File: config.mk
export PLATFORM = sky130hd
export DESIGN_NAME = ifetch_stage
export DESIGN_NICKNAME = d
export VERILOG_FILES = /design/src/rtl/ifetch_stage_pkg.sv /design/src/rtl/ifetch_stage_pc_unit.sv /design/src/rtl/ifetch_stage.sv
export SDC_FILE = /design/constraint.sdc
export NUM_CORES = 1
export LEC_CHECK = 0
export CORE_MARGIN = 2
export CORE_UTILIZATION = 46
export CTS_BUF_LIST = sky130_fd_sc_hd__clkbuf_8
export CTS_CLUSTER_SIZE = 10
export DETAILED_ROUTE_END_ITERATION = 12
export HOLD_SLACK_MARGIN = 0.06
export PLACE_DENSITY = 0.8
export SYNTH_ARGS = -nofsm -noshare
export SYNTH_HDL_FRONTEND = slang
export SYNTH_SLANG_ARGS = --single-unit
export TNS_END_PERCENT = 1
File: constraint.sdc
create_clock -name clk -period 3.5 [get_ports clk]
set_clock_uncertainty 0.05 [all_clocks]
set_input_delay 0.35 -clock clk [delete_from_list [all_inputs] [get_ports clk]]
set_output_delay 0.35 -clock clk [all_outputs]
set_load 0.02 [all_outputs]
File: src/rtl/ifetch_stage_pkg.sv
// Shared definitions for the instruction fetch stage: constants, state and PC-select encodings, IF/ID payload.
package ifetch_stage_pkg;

  localparam int unsigned XLEN = 32;

  localparam logic [XLEN-1:0] RESET_PC  = 32'h0000_0000;
  localparam logic [XLEN-1:0] NOP_INSTR = 32'h0000_0013;
  localparam logic [XLEN-1:0] PC_STEP   = 32'h0000_0004;

  typedef enum logic [1:0] {
    BOOT   = 2'd0,
    RUN    = 2'd1,
    HALTED = 2'd2
  } fetch_state_e;

  typedef enum logic [1:0] {
    PC_HOLD = 2'd0,
    PC_INC  = 2'd1,
    PC_LOAD = 2'd2
  } pc_sel_e;

  typedef struct packed {
    logic [XLEN-1:0] instr;
    logic [XLEN-1:0] pc;
    logic            valid;
  } ifid_t;

  localparam ifid_t IFID_BUBBLE = '{instr: NOP_INSTR, pc: '0, valid: 1'b0};

  // Instruction addresses must be word aligned.
  function automatic logic is_misaligned(input logic [XLEN-1:0] addr);
    return addr[1:0] != 2'b00;
  endfunction

endpackage

File: src/rtl/ifetch_stage_pc_unit.sv
// PC register with next-PC mux: hold, sequential +4 (mod 2^32), or redirect load.
module ifetch_stage_pc_unit
  import ifetch_stage_pkg::*;
(
  input  logic            clk,
  input  logic            rst,
  input  pc_sel_e         sel_i,
  input  logic [XLEN-1:0] target_i,
  output logic [XLEN-1:0] pc_o
);

  logic [XLEN-1:0] pc_q;
  logic [XLEN-1:0] pc_d;

  // Next-PC selection; the +4 wraps naturally at 32 bits.
  always_comb begin
    pc_d = pc_q;
    case (sel_i)
      PC_INC:  pc_d = XLEN'(pc_q + PC_STEP);
      PC_LOAD: pc_d = target_i;
      default: pc_d = pc_q;
    endcase
  end

  // PC register, synchronous active-low reset.
  always_ff @(posedge clk) begin
    if (!rst) begin
      pc_q <= RESET_PC;
    end else begin
      pc_q <= pc_d;
    end
  end

  assign pc_o = pc_q;

endmodule

File: src/rtl/ifetch_stage.sv
// Instruction fetch stage: fetch FSM, IF/ID pipeline register and sticky halt around the PC unit.
module ifetch_stage
  import ifetch_stage_pkg::*;
(
  input  logic            clk,
  input  logic            rst,
  output logic [XLEN-1:0] imem_addr_out_if,
  input  logic [XLEN-1:0] imem_data_in_if,
  input  logic            stall_in_if,
  input  logic            redirect_in_if,
  input  logic [XLEN-1:0] redirect_pc_in_if,
  input  logic            halt_req_in_if,
  output logic [XLEN-1:0] instr_out_if,
  output logic [XLEN-1:0] pc_out_if,
  output logic            valid_out_if,
  output logic            halt_out_if
);

  fetch_state_e    state_q;
  ifid_t           ifid_q;
  logic            halt_q;
  logic [XLEN-1:0] pc;
  pc_sel_e         pc_sel;
  logic            enter_halt_c;

  // A halt request or a misaligned redirect target both stop fetch for good.
  assign enter_halt_c = halt_req_in_if
                      | (redirect_in_if & is_misaligned(redirect_pc_in_if));

  // PC update only in RUN; redirect beats stall, halt beats everything.
  always_comb begin
    pc_sel = PC_HOLD;
    if (state_q == RUN) begin
      if (enter_halt_c) begin
        pc_sel = PC_HOLD;
      end else if (redirect_in_if) begin
        pc_sel = PC_LOAD;
      end else if (!stall_in_if) begin
        pc_sel = PC_INC;
      end
    end
  end

  ifetch_stage_pc_unit u_pc_unit (
    .clk      (clk),
    .rst      (rst),
    .sel_i    (pc_sel),
    .target_i (redirect_pc_in_if),
    .pc_o     (pc)
  );

  // Fetch FSM with the IF/ID register and sticky halt flag.
  always_ff @(posedge clk) begin
    if (!rst) begin
      state_q <= BOOT;
      ifid_q  <= IFID_BUBBLE;
      halt_q  <= 1'b0;
    end else begin
      case (state_q)
        BOOT: begin
          state_q <= RUN;
        end
        RUN: begin
          if (enter_halt_c) begin
            state_q <= HALTED;
            halt_q  <= 1'b1;
            ifid_q  <= IFID_BUBBLE;
          end else if (redirect_in_if) begin
            ifid_q <= IFID_BUBBLE;
          end else if (!stall_in_if) begin
            ifid_q <= '{instr: imem_data_in_if, pc: pc, valid: 1'b1};
          end
        end
        HALTED: begin
          state_q <= HALTED;
        end
        default: begin
          state_q <= BOOT;
          ifid_q  <= IFID_BUBBLE;
        end
      endcase
    end
  end

  assign imem_addr_out_if = pc;
  assign instr_out_if     = ifid_q.instr;
  assign pc_out_if        = ifid_q.pc;
  assign valid_out_if     = ifid_q.valid;
  assign halt_out_if      = halt_q;

endmodule

# Yosys cells after proc, flatten, opt, wreduce, memory -nomap -nowiden
# Cells that the tools add are included.
# totals
latch_bits,0
mem_bits_rw,0
out_inout_bits,98
n_memories,0
romBits,0
ff_bits,100
# classes
multipliers,0
bitwise,3
n_eq_ne,6
mux,11
addsub,1
div,0
n_lt_le_gt_ge,0
n_reduce_logical,6
shift,0
# ops
op,count
65-bit 2-to-1 mux,3
65-bit case mux with 2 select lines,1
32-bit case mux with 2 select lines,1
"32-bit by 3-bit adder with 32-bit output, second input constant",1
2-bit 2-to-1 mux,4
2-bit case mux with 3 select lines,1
"2-bit by 1-bit == test with 1-bit output, second input constant",2
"2-bit == test, second input constant",2
"4-bit inequality test, second input constant",1
2-bit AND reduction,2
2-bit nonzero test,2
2-bit logical NOT,1
"2-bit inequality test, second input constant",1
2-bit OR reduction,1
1-bit bitwise AND,1
1-bit 2-to-1 mux,1
1-bit NOT,1
1-bit OR,1

# Logic depth before layout (Yosys ltp)
# Gate-level depths: netlist of run 1.
# logic_depth
word_depth,7
ltp_mapped,12
mapped_depth_nobuf,9

# Cells and area by module
# From an unflattened synthesis of run 1, not the netlist that was laid out.
# hier_totals
cells_unflattened,586
area_unflattened_um2,5028.6
# modules_own_cells
module,cells_per_inst,area_per_inst_um2,seq_area_each_um2,n_inst
ifetch_stage,310,2921.6,1361.3,1
ifetch_stage_pc_unit,276,2107.0,640.6,1

# Least setup slack after synthesis of run 1
# Ideal clock, no wire load.
# synth_path
kind,reg2reg
start,reg state_q[1]
end,"reg u_pc_unit.pc_q[3], in the netlist u_pc_unit.pc_o[3]"
path_buffers,3
setup_slack_ns,0.806
path_stages_with_launch,11
t_arrival_ns,2.516
setup_ns,0.128
period_less_slack_ns,2.694
path_cell_list,dfxtp_1 -> inv_1 -> ha_1 -> or4b_1 -> ha_1 -> clkbuf_1 -> buf_1 -> clkbuf_1 -> nor2_1 -> a21oi_1 -> nor2_1
# synth_between
elab_chain_cells,4
# synth_lines
element,line_no,rtl
start: declaration,ifetch_stage.sv:19,fetch_state_e state_q;
start signal: assignment,ifetch_stage.sv:55,state_q <= BOOT;
start signal: assignment,ifetch_stage.sv:61,state_q <= RUN;
start signal: assignment,ifetch_stage.sv:65,state_q <= HALTED;
2-bit by 1-bit == test with 1-bit output (*),ifetch_stage.sv:33,if (state_q == RUN) begin
2-bit 2-to-1 mux (*),ifetch_stage.sv:33,
2-bit == test / 2-bit by 1-bit == test with 1-bit output (equally long branches),ifetch_stage_pc_unit.sv:18,case (sel_i)
32-bit case mux with 2 select lines / 2-bit nonzero test (equally long branches),--,
end signal: assignment,ifetch_stage_pc_unit.sv:30,pc_q <= pc_d;
end: declaration,ifetch_stage_pc_unit.sv:12,logic [XLEN-1:0] pc_q;
# Every way passes the cells marked *; elsewhere a longest branch is shown, timed or not.
# A chain may end at the register's enable or synchronous reset.

# Worst setup path in the final report of run 1
# layout_path
start,reg state_q[1]
end,"reg u_pc_unit.pc_q[15], in the netlist u_pc_unit.pc_o[15]"
# Same word-level chain as after synthesis.

==> impl_metrics.env, run 1 <==
export IMPL_num_antenna_cells=0
export IMPL_cts_setup_buffers=0
export IMPL_cts_root_buf="clkbuf_8"
export IMPL_setup_viol=0
export IMPL_syn2layout_area_growth_pct=44.3
export IMPL_p_per_area_mw_per_mm2=406
export IMPL_detail_route_antenna_nets=0
export IMPL_period_needed_ps=2880
export IMPL_critical_path_arrival_ps=3120
export IMPL_grt_busiest_layer="met2"
export IMPL_grt_max_degree=37
export IMPL_regToRegSetupSlack_ps=620
export IMPL_max_cap_violations=0
export IMPL_synth_cell_types=54
export IMPL_finalPower_w=0.00261
export IMPL_start_util_pct=47.8
export IMPL_cts_path_max_buffers=2
export IMPL_gr_total_overflow=0
export IMPL_start_kind="register"
export IMPL_switching_share_pct=31.9
export IMPL_h_tree_depth=3
export IMPL_num_rows=35
export IMPL_gp_congestion=0.875
export IMPL_die_area_mm2=0.0105
export IMPL_p_seq_share_pct=47.5
export IMPL_met1_usage_pct=32.7
export IMPL_ys_seq_area_share_pct=44.9
export IMPL_p_leak_nw=2.16
export IMPL_nets=736
export IMPL_rsz0062_at_grt="no"
export IMPL_cts_tree="built"
export IMPL_fin_util_pct=69.0
export IMPL_syn_cell_area_mm2=0.00446
export IMPL_drc_errors=0
export IMPL_clk_pin_slew_ps=100
export IMPL_antenna_found_initial=0
export IMPL_clkPwrFrac_pct=28.7
export IMPL_synth_seq_cells=100
export IMPL_numCtsBuffers=9
export IMPL_ys_warn_count=0
export IMPL_die_w_um=102
export IMPL_hold_viol_final=0
export IMPL_combPwrFrac_pct=23.8
export IMPL_worstMarginPinSlew_ps=639
export IMPL_dp_cells=779
export IMPL_hold_class="register to register"
export IMPL_layout_commonest_cell="clkdlybuf4s50_1"
export IMPL_use_met3_pct=7.39
export IMPL_grt_util_met2_pct=42.1
export IMPL_synthCells=515
export IMPL_vias=4669
export IMPL_period_share_pct=82.3
export IMPL_layout_cells_non_filler=794
export IMPL_via_per_inst=5.88
export IMPL_tns_ps=0
export IMPL_ir_drop_v=0.000289
export IMPL_coreArea_mm2=0.00933
export IMPL_avgRoutedWirePerCell_um=17.3
export IMPL_ys_flop_type="dfxtp_1"
export IMPL_critPathMaxFanout=30
export IMPL_max_freq_ghz=0.347
export IMPL_final_cell_mix="166 x clkdlybuf4s50_1, 100 x dfxtp_1, 81 x nor2_1"
export IMPL_worstSetupPathType="register to register"
export IMPL_clock_sinks=100
export IMPL_die_h_um=102
export IMPL_p_int_w=0.00178
export IMPL_dp_hpwl_mm=9.71
export IMPL_first_pass_iters=5
export IMPL_crit_path_end_kind="register"
export IMPL_synth_edf_count=0
export IMPL_cts_resized=0
export IMPL_clk_latency_ps=360
export IMPL_synth_fp_nets=590
export IMPL_cts_hold_repair_buffers=0
export IMPL_drtIter0Drc=217
export IMPL_drv_slew=0
export IMPL_slew_headroom_pct=57.4
export IMPL_netSwitchingPower_w=0.000833
export IMPL_io_buffers=166
export IMPL_drt_wl_total_mm=13.7
export IMPL_grt_total_usage_pct=25.7
export IMPL_crit_required_ps=3740
export IMPL_grt_first_pass_wirelength_mm=21.6
export IMPL_status="completed"
export IMPL_pin_count=167
export IMPL_synthArstFlopShare_pct=0
export IMPL_layout_drive_gt1_share_pct=6.77
export IMPL_avgSynthCellArea_um2=8.66
export IMPL_first_global_vias=4404
cells in the mapped netlist (2+ instances only):
| library cell | count | share of area, % |
|---|---|---|
| and3_1 | 6 | 0.84 |
| a211oi_1 | 6 | 1.0 |
| nand3_1 | 16 | 1.8 |
| buf_2 | 12 | 1.3 |
| o22ai_1 | 6 | 0.84 |
| a22o_1 | 4 | 0.79 |
| o21a_1 | 2 | 0.34 |
| o211ai_1 | 4 | 0.67 |
| o31a_1 | 2 | 0.39 |
| mux2_2 | 2 | 0.50 |
| buf_1 | 2 | 0.17 |
| nand4_1 | 10 | 1.4 |
| mux2i_1 | 9 | 2.0 |
| or2_2 | 2 | 0.28 |
| or4_1 | 2 | 0.34 |
| ha_1 | 6 | 1.7 |
| nor2_1 | 81 | 6.8 |
| and4_1 | 5 | 0.98 |
| a31oi_1 | 3 | 0.42 |
| clkbuf_1 | 33 | 2.8 |
| nand3b_1 | 2 | 0.34 |
| nor4_1 | 10 | 1.4 |
| a22oi_1 | 77 | 13 |
| nor3_1 | 16 | 1.8 |
| a221oi_1 | 3 | 0.59 |
| o21ai_0 | 7 | 0.79 |
| a211o_1 | 2 | 0.39 |
| nor4b_1 | 2 | 0.39 |
| and2_1 | 4 | 0.56 |
| dfxtp_1 | 100 | 45 |
| o221ai_1 | 6 | 1.2 |
| nand2_1 | 23 | 1.9 |
| a21oi_1 | 17 | 1.9 |
| inv_1 | 10 | 0.84 |
| nor2b_1 | 4 | 0.56 |
area by class of cell:
type	instances	area [um^2]
multi-input cells	357	2230
clock inverters	5	61.3
fillers	769	2890
clock buffers	10	138
well taps	129	161
inverters	10	37.5
repair buffers	183	1800
flip-flops and latches	100	2000
logic make-up (layout without fill, tap and decap cells):
group	count (synthesis)	count (layout)	synth area share, %
flip-flops	100	100	44.9
adder cells (fa/ha/maj)	6	6	1.68
buffers and inverters	58	208	5.25
multiplexers	11	11	2.52
AO/OA/AOI/OAI	148	148	24.1
AND/OR/NAND/NOR	192	192	21.5
power by group through the flow:
| stage | sequential [W] | combinational [W] | clock [W] |
|---|---|---|---|
| 2_1_floorplan | 0.00128 | 0.000342 | 0 |
| 3_3_place_gp | 0.00126 | 0.000602 | 0 |
| 3_5_place_dp | 0.00126 | 0.000611 | 0 |
| 4_1_cts | 0.00124 | 0.000613 | 0.000766 |
| 5_1_grt | 0.00125 | 0.000670 | 0.000803 |
| 6_report | 0.00124 | 0.000621 | 0.000750 |
worst max-delay path: stages (launching register included):
cell and delay [ps]:
dfxtp_1 350, inv_1 80, ha_1 200, or4b_1 560
ha_1 410, buf_4 340, inv_1 240, and3_1 220
and3_1 170, a211oi_1 180
layer usage:
layer  part of all wire [%]  wire [um]  vias to the layer above
met5                      0          0                        -
met4                    1.7        232                        0
met3                    9.5       1300                       25
met2                     47       6500                      227
met1                     42       5700                     2208
li1                       -          -                     2209
flip-flops by register name, indices dropped and copies added, names as in the netlist:
name / count
halt_out_if: 1
instr_out_if: 32
pc_out_if: 32
state_q: 2
u_pc_unit.pc_o: 32
valid_out_if: 1
path summary, 6_finish.rpt:
kind / from / endpoint / depth (start not counted)
worst max-delay path: state_q[1]$_SDFFE_PN0P_ / u_pc_unit.pc_o[15]$_SDFFE_PN0P_ / 9
worst min-delay path: u_pc_unit.pc_o[1]$_SDFFE_PN0P_ / u_pc_unit.pc_o[1]$_SDFFE_PN0P_ / 2
worst max register to register: state_q[1]$_SDFFE_PN0P_ / u_pc_unit.pc_o[15]$_SDFFE_PN0P_ / 9
worst min register to register: u_pc_unit.pc_o[1]$_SDFFE_PN0P_ / u_pc_unit.pc_o[1]$_SDFFE_PN0P_ / 2
metrics by stage:
step | worst slack [ps] | hold slack, ps | instance area, um^2
6_report | 621 | 435 | 6440
5_1_grt | 446 | 466 | 6440
4_1_cts | 639 | 439 | 6440
3_3_place_gp | 395 | 402 | 6240
3_5_place_dp | 281 | 417 | 6240
2_1_floorplan | 806 | 437 | 4460
Power figures use the tool's default switching activity.
==> run 2, diff against run 1 <==
clock period = 2.8 ns   (was 3.5 ns; I/O delays follow)
==> impl_metrics.env, run 2 (synthesis gave the netlist of run 1 again) <==
export IMPL_pin_count=167
export IMPL_h_tree_depth=3
export IMPL_clk_pin_slew_ps=100
export IMPL_hold_class="register to register"
export IMPL_start_util_pct=47.8
export IMPL_num_antenna_cells=0
export IMPL_slew_headroom_pct=53.8
export IMPL_rr_startpoint="state_q[1]$_SDFFE_PN0P_"
export IMPL_via_per_inst=5.90
export IMPL_crit_required_ps=3050
export IMPL_cts_setup_buffers=0
export IMPL_grt_total_usage_pct=26.6
export IMPL_setup_viol=0
export IMPL_io_buffers=166
export IMPL_dp_hpwl_mm=10.0
export IMPL_critPathMaxFanout=8
export IMPL_vias=4762
export IMPL_syn2layout_area_growth_pct=47.6
export IMPL_drt_wl_total_mm=14.1
export IMPL_max_freq_ghz=0.375
export IMPL_coreArea_mm2=0.00933
export IMPL_p_leak_nw=2.26
export IMPL_p_per_area_mw_per_mm2=500
export IMPL_crit_path_end_kind="register"
export IMPL_die_h_um=102
export IMPL_netSwitchingPower_w=0.00105
export IMPL_antenna_found_initial=0
export IMPL_die_area_mm2=0.0105
export IMPL_layout_drive_gt1_share_pct=8.41
export IMPL_first_pass_iters=5
export IMPL_start_kind="register"
export IMPL_grt_first_pass_wirelength_mm=22.2
export IMPL_period_share_pct=95.2
export IMPL_final_cell_mix="166 x clkdlybuf4s50_1, 100 x dfxtp_1, 81 x nor2_1"
export IMPL_switching_share_pct=31.8
export IMPL_nets=748
export IMPL_critical_path_arrival_ps=2910
export IMPL_clkPwrFrac_pct=27.9
export IMPL_gp_congestion=0.885
export IMPL_ir_drop_v=0.000369
export IMPL_critPathLaunch="state_q[1]$_SDFFE_PN0P_"
export IMPL_cts_path_max_buffers=2
export IMPL_combPwrFrac_pct=25.2
export IMPL_die_w_um=102
export IMPL_drv_slew=0
export IMPL_clk_latency_ps=360
export IMPL_clock_sinks=100
export IMPL_hp_start="halt_out_if$_SDFFE_PN0P_"
export IMPL_finalPower_w=0.00329
export IMPL_gr_total_overflow=0
export IMPL_max_cap_violations=0
export IMPL_p_int_w=0.00225
export IMPL_avgRoutedWirePerCell_um=17.4
export IMPL_hold_viol_final=0
export IMPL_status="completed"
export IMPL_worstSetupPathType="register to register"
export IMPL_placed_area_mm2=0.00639
export IMPL_p_seq_share_pct=46.9
export IMPL_drtIter0Drc=236
export IMPL_grt_max_degree=45
export IMPL_first_global_vias=4486
export IMPL_cts_tree="built"
export IMPL_fin_area_mm2=0.00659
export IMPL_numCtsBuffers=9
export IMPL_layout_commonest_cell="clkdlybuf4s50_1"
export IMPL_num_rows=35
export IMPL_period_needed_ps=2670
export IMPL_drc_errors=0
export IMPL_rsz0062_at_grt="no"
export IMPL_detail_route_antenna_nets=0
export IMPL_cts_root_buf="clkbuf_8"
export IMPL_worstMarginPinSlew_ps=687
==> run 2: power by group through the flow <==
stage	combinational [W]	sequential, W	clock (W)
finish	0.000830	0.00155	0.000918
global route	0.000895	0.00155	0.000992
CTS	0.000830	0.00154	0.000938
detailed placement	0.000827	0.00158	0
global placement	0.000805	0.00157	0
floorplan	0.000427	0.00159	0
==> run 2: critical path, stage by stage (launching register included) <==
cell	delay, ps
dfxtp_1	340
inv_1	80
ha_1	210
or4b_4	500
ha_1	340
buf_4	170
or2_2	300
buf_4	170
nor3_1	170
nand4_1	150
o211ai_1	120
==> run 2: path summary, 6_finish.rpt <==
check,slack [ps],to,depth (start not counted)
min reg2reg,440,halt_out_if$_SDFFE_PN0P_,2
max reg2reg,130,u_pc_unit.pc_o[26]$_SDFFE_PN0P_,10
max,130,u_pc_unit.pc_o[26]$_SDFFE_PN0P_,10
min,440,halt_out_if$_SDFFE_PN0P_,2
==> run 2: final cells by class <==
class | count | area, um^2
clock buffer | 9 | 124
clock inverter | 7 | 67.6
fill | 774 | 2740
inverter | 10 | 37.5
multi-input combinational | 357 | 2240
sequential | 100 | 2000
tap | 129 | 161
timing repair buffer | 195 | 1950
==> run 2: metal layers <==
layer / part of all wire [%] / track usage, % / vias up
met1: 42 / 34.0 / 2271
met5: 0 / 0 / -
met4: 1.6 / 9.33 / 0
met2: 48 / 43.3 / 229
li1: - / - / 2236
met3: 9.1 / 7.32 / 26
==> run 2: per-stage QoR <==
stage,TNS [ps],setup slack [ps],cells,util [%],hold slack (ps)
6_report,0,134,807,70.6,438
5_1_grt,0,14.7,807,70.6,456
4_1_cts,0,148,807,70.6,437
3_5_place_dp,-33.1,-16.6,791,68.5,411
3_3_place_gp,0,27.1,791,68.5,401
2_1_floorplan,0,106,515,-,375
==> run 2: what timing repair did <==
action / in CTS / in global routing
gates resized for setup: 0 / 1
hold buffers: 0 / 0
endpoints found under the hold margin: 0 / 0
setup endpoints to repair: 0 / 3
==> run 3, diff against run 2 <==
CORE_MARGIN = 4   (was 2)
HOLD_SLACK_MARGIN = 0.05   (was 0.06)
==> impl_metrics.env, run 3 (synthesis gave the netlist of run 1 again) <==
export IMPL_num_rows=35
export IMPL_ir_drop_v=0.000371
export IMPL_layout_drive_gt1_share_pct=8.96
export IMPL_finalPower_w=0.00317
export IMPL_die_w_um=106
export IMPL_placed_area_mm2=0.00635
export IMPL_rsz0062_at_grt="no"
export IMPL_period_needed_ps=2680
export IMPL_start_kind="register"
export IMPL_critPathLaunch="state_q[1]$_SDFFE_PN0P_"
export IMPL_avgRoutedWirePerCell_um=17.8
export IMPL_p_leak_nw=2.23
export IMPL_cts_setup_buffers=0
export IMPL_drtIter0Drc=209
export IMPL_via_per_inst=5.88
export IMPL_drv_slew=0
export IMPL_worstMarginPinSlew_ps=698
export IMPL_drc_errors=0
export IMPL_grt_first_pass_wirelength_mm=23.2
export IMPL_slew_headroom_pct=53.0
export IMPL_drt_wl_total_mm=14.4
export IMPL_regToRegSetupSlack_ps=120
export IMPL_crit_path_end_kind="register"
export IMPL_die_h_um=106
export IMPL_antenna_found_initial=0
export IMPL_layout_cells_non_filler=810
export IMPL_num_antenna_cells=0
export IMPL_clock_sinks=100
export IMPL_gr_total_overflow=0
export IMPL_rr_startpoint="state_q[1]$_SDFFE_PN0P_"
export IMPL_endpoint="u_pc_unit.pc_o[27]$_SDFFE_PN0P_"
export IMPL_detail_route_antenna_nets=0
export IMPL_setup_viol=0
export IMPL_clk_pin_slew_ps=100
export IMPL_die_area_mm2=0.0113
export IMPL_grt_total_usage_pct=24.8
export IMPL_first_global_vias=4651
export IMPL_h_tree_depth=3
export IMPL_gp_congestion=0.927
export IMPL_clk_latency_ps=360
export IMPL_timing_rr_end="u_pc_unit.pc_o[27]$_SDFFE_PN0P_"
export IMPL_worstSetupPathType="register to register"
export IMPL_vias=4762
export IMPL_tns_ps=0
export IMPL_max_cap_violations=0
export IMPL_p_per_area_mw_per_mm2=486
export IMPL_hold_viol_final=0
export IMPL_critPathMaxFanout=6
export IMPL_rr_worst_depth=8
export IMPL_grt_max_degree=63
export IMPL_period_share_pct=95.8
export IMPL_nets=751
export IMPL_coreArea_mm2=0.00933
export IMPL_critical_path_arrival_ps=2870
export IMPL_dp_hpwl_mm=10.5
export IMPL_pin_count=167
export IMPL_cts_path_max_buffers=2
export IMPL_status="completed"
export IMPL_layout_commonest_cell="clkdlybuf4s50_1"
export IMPL_cts_root_buf="clkbuf_8"
export IMPL_first_pass_iters=5
export IMPL_hold_class="register to register"
export IMPL_numCtsBuffers=9
export IMPL_start_util_pct=47.8
export IMPL_hp_start="u_pc_unit.pc_o[1]$_SDFFE_PN0P_"
export IMPL_final_cell_mix="166 x clkdlybuf4s50_1, 100 x dfxtp_1, 81 x nor2_1"
export IMPL_crit_required_ps=2990
export IMPL_cts_tree="built"
export IMPL_syn2layout_area_growth_pct=46.3
export IMPL_fin_area_mm2=0.00653
export IMPL_io_buffers=166
export IMPL_max_freq_ghz=0.373
export IMPL_dp_cells=794
run 3: cell types whose count changed in the layout (fill, tap and decap cells not counted), sizes merged:
cell	before	now
clkinv	2	1
clkinvlp	1	3
buf	29	32
bufinv	1	0
run 3: metal layers:
| metal | global-route usage [%] | wire (um) | vias to the layer above |
|---|---|---|---|
| met4 | 7.21 | 189 | 0 |
| met1 | 30.6 | 5830 | 2285 |
| li1 | - | - | 2244 |
| met5 | 0 | 0 | - |
| met2 | 41.9 | 7000 | 217 |
| met3 | 7.41 | 1400 | 16 |
run 3: stage by stage:
step	hold slack, ps	utilization (%)	worst slack [ps]
after global placement	405	68.1	-0.840
after global routing	449	70.0	6.22
final	436	70.0	119
after CTS	438	69.9	98.2
after floorplan	375	-	106
after detailed placement	420	68.1	-36.8
run 3: worst min-delay path by stage:
stage | to | slack (ps) | cells after the start
final | u_pc_unit.pc_o[1]$_SDFFE_PN0P_ | 440 | 2
after global routing | u_pc_unit.pc_o[1]$_SDFFE_PN0P_ | 450 | 2
after detailed placement | instr_out_if[1]$_SDFFE_PN1P_ | 420 | 2
after CTS | u_pc_unit.pc_o[1]$_SDFFE_PN0P_ | 440 | 2
after global placement | halt_out_if$_SDFFE_PN0P_ | 400 | 2
after floorplan | instr_out_if[0]$_SDFFE_PN1P_ | 370 | 2
run 3: what timing repair did:
item | in CTS | in global routing
endpoints found under the setup margin | 0 | 4
hold buffers | 0 | 0
hold endpoints to repair | 0 | 0
resized for setup | 0 | 2
run 3: final cells by class:
| type | instances | area [um^2] |
|---|---|---|
| Timing Repair Buffer | 198 | 1910 |
| Clock buffer | 9 | 124 |
| Clock inverter | 7 | 43.8 |
| Fill cell | 797 | 2800 |
| Inverter | 10 | 37.5 |
| Multi-Input combinational cell | 357 | 2240 |
| Sequential cell | 100 | 2000 |
| Tap cell | 129 | 161 |
run 3: report_power, final:
part           internal, W  leakage [nW]  switching (W)
sequential         0.00147         0.807      0.0000712
combinational     0.000337          1.34       0.000466
clock             0.000319        0.0842       0.000508
total              0.00213          2.23        0.00105
run 3: critical path, cell delays in order (launching register included):
cell      delay (ps)
dfxtp_1          340
inv_1             80
ha_2             210
or4b_1           500
ha_1             420
nor3_1           460
buf_4            240
and3_1           160
o221ai_1         110
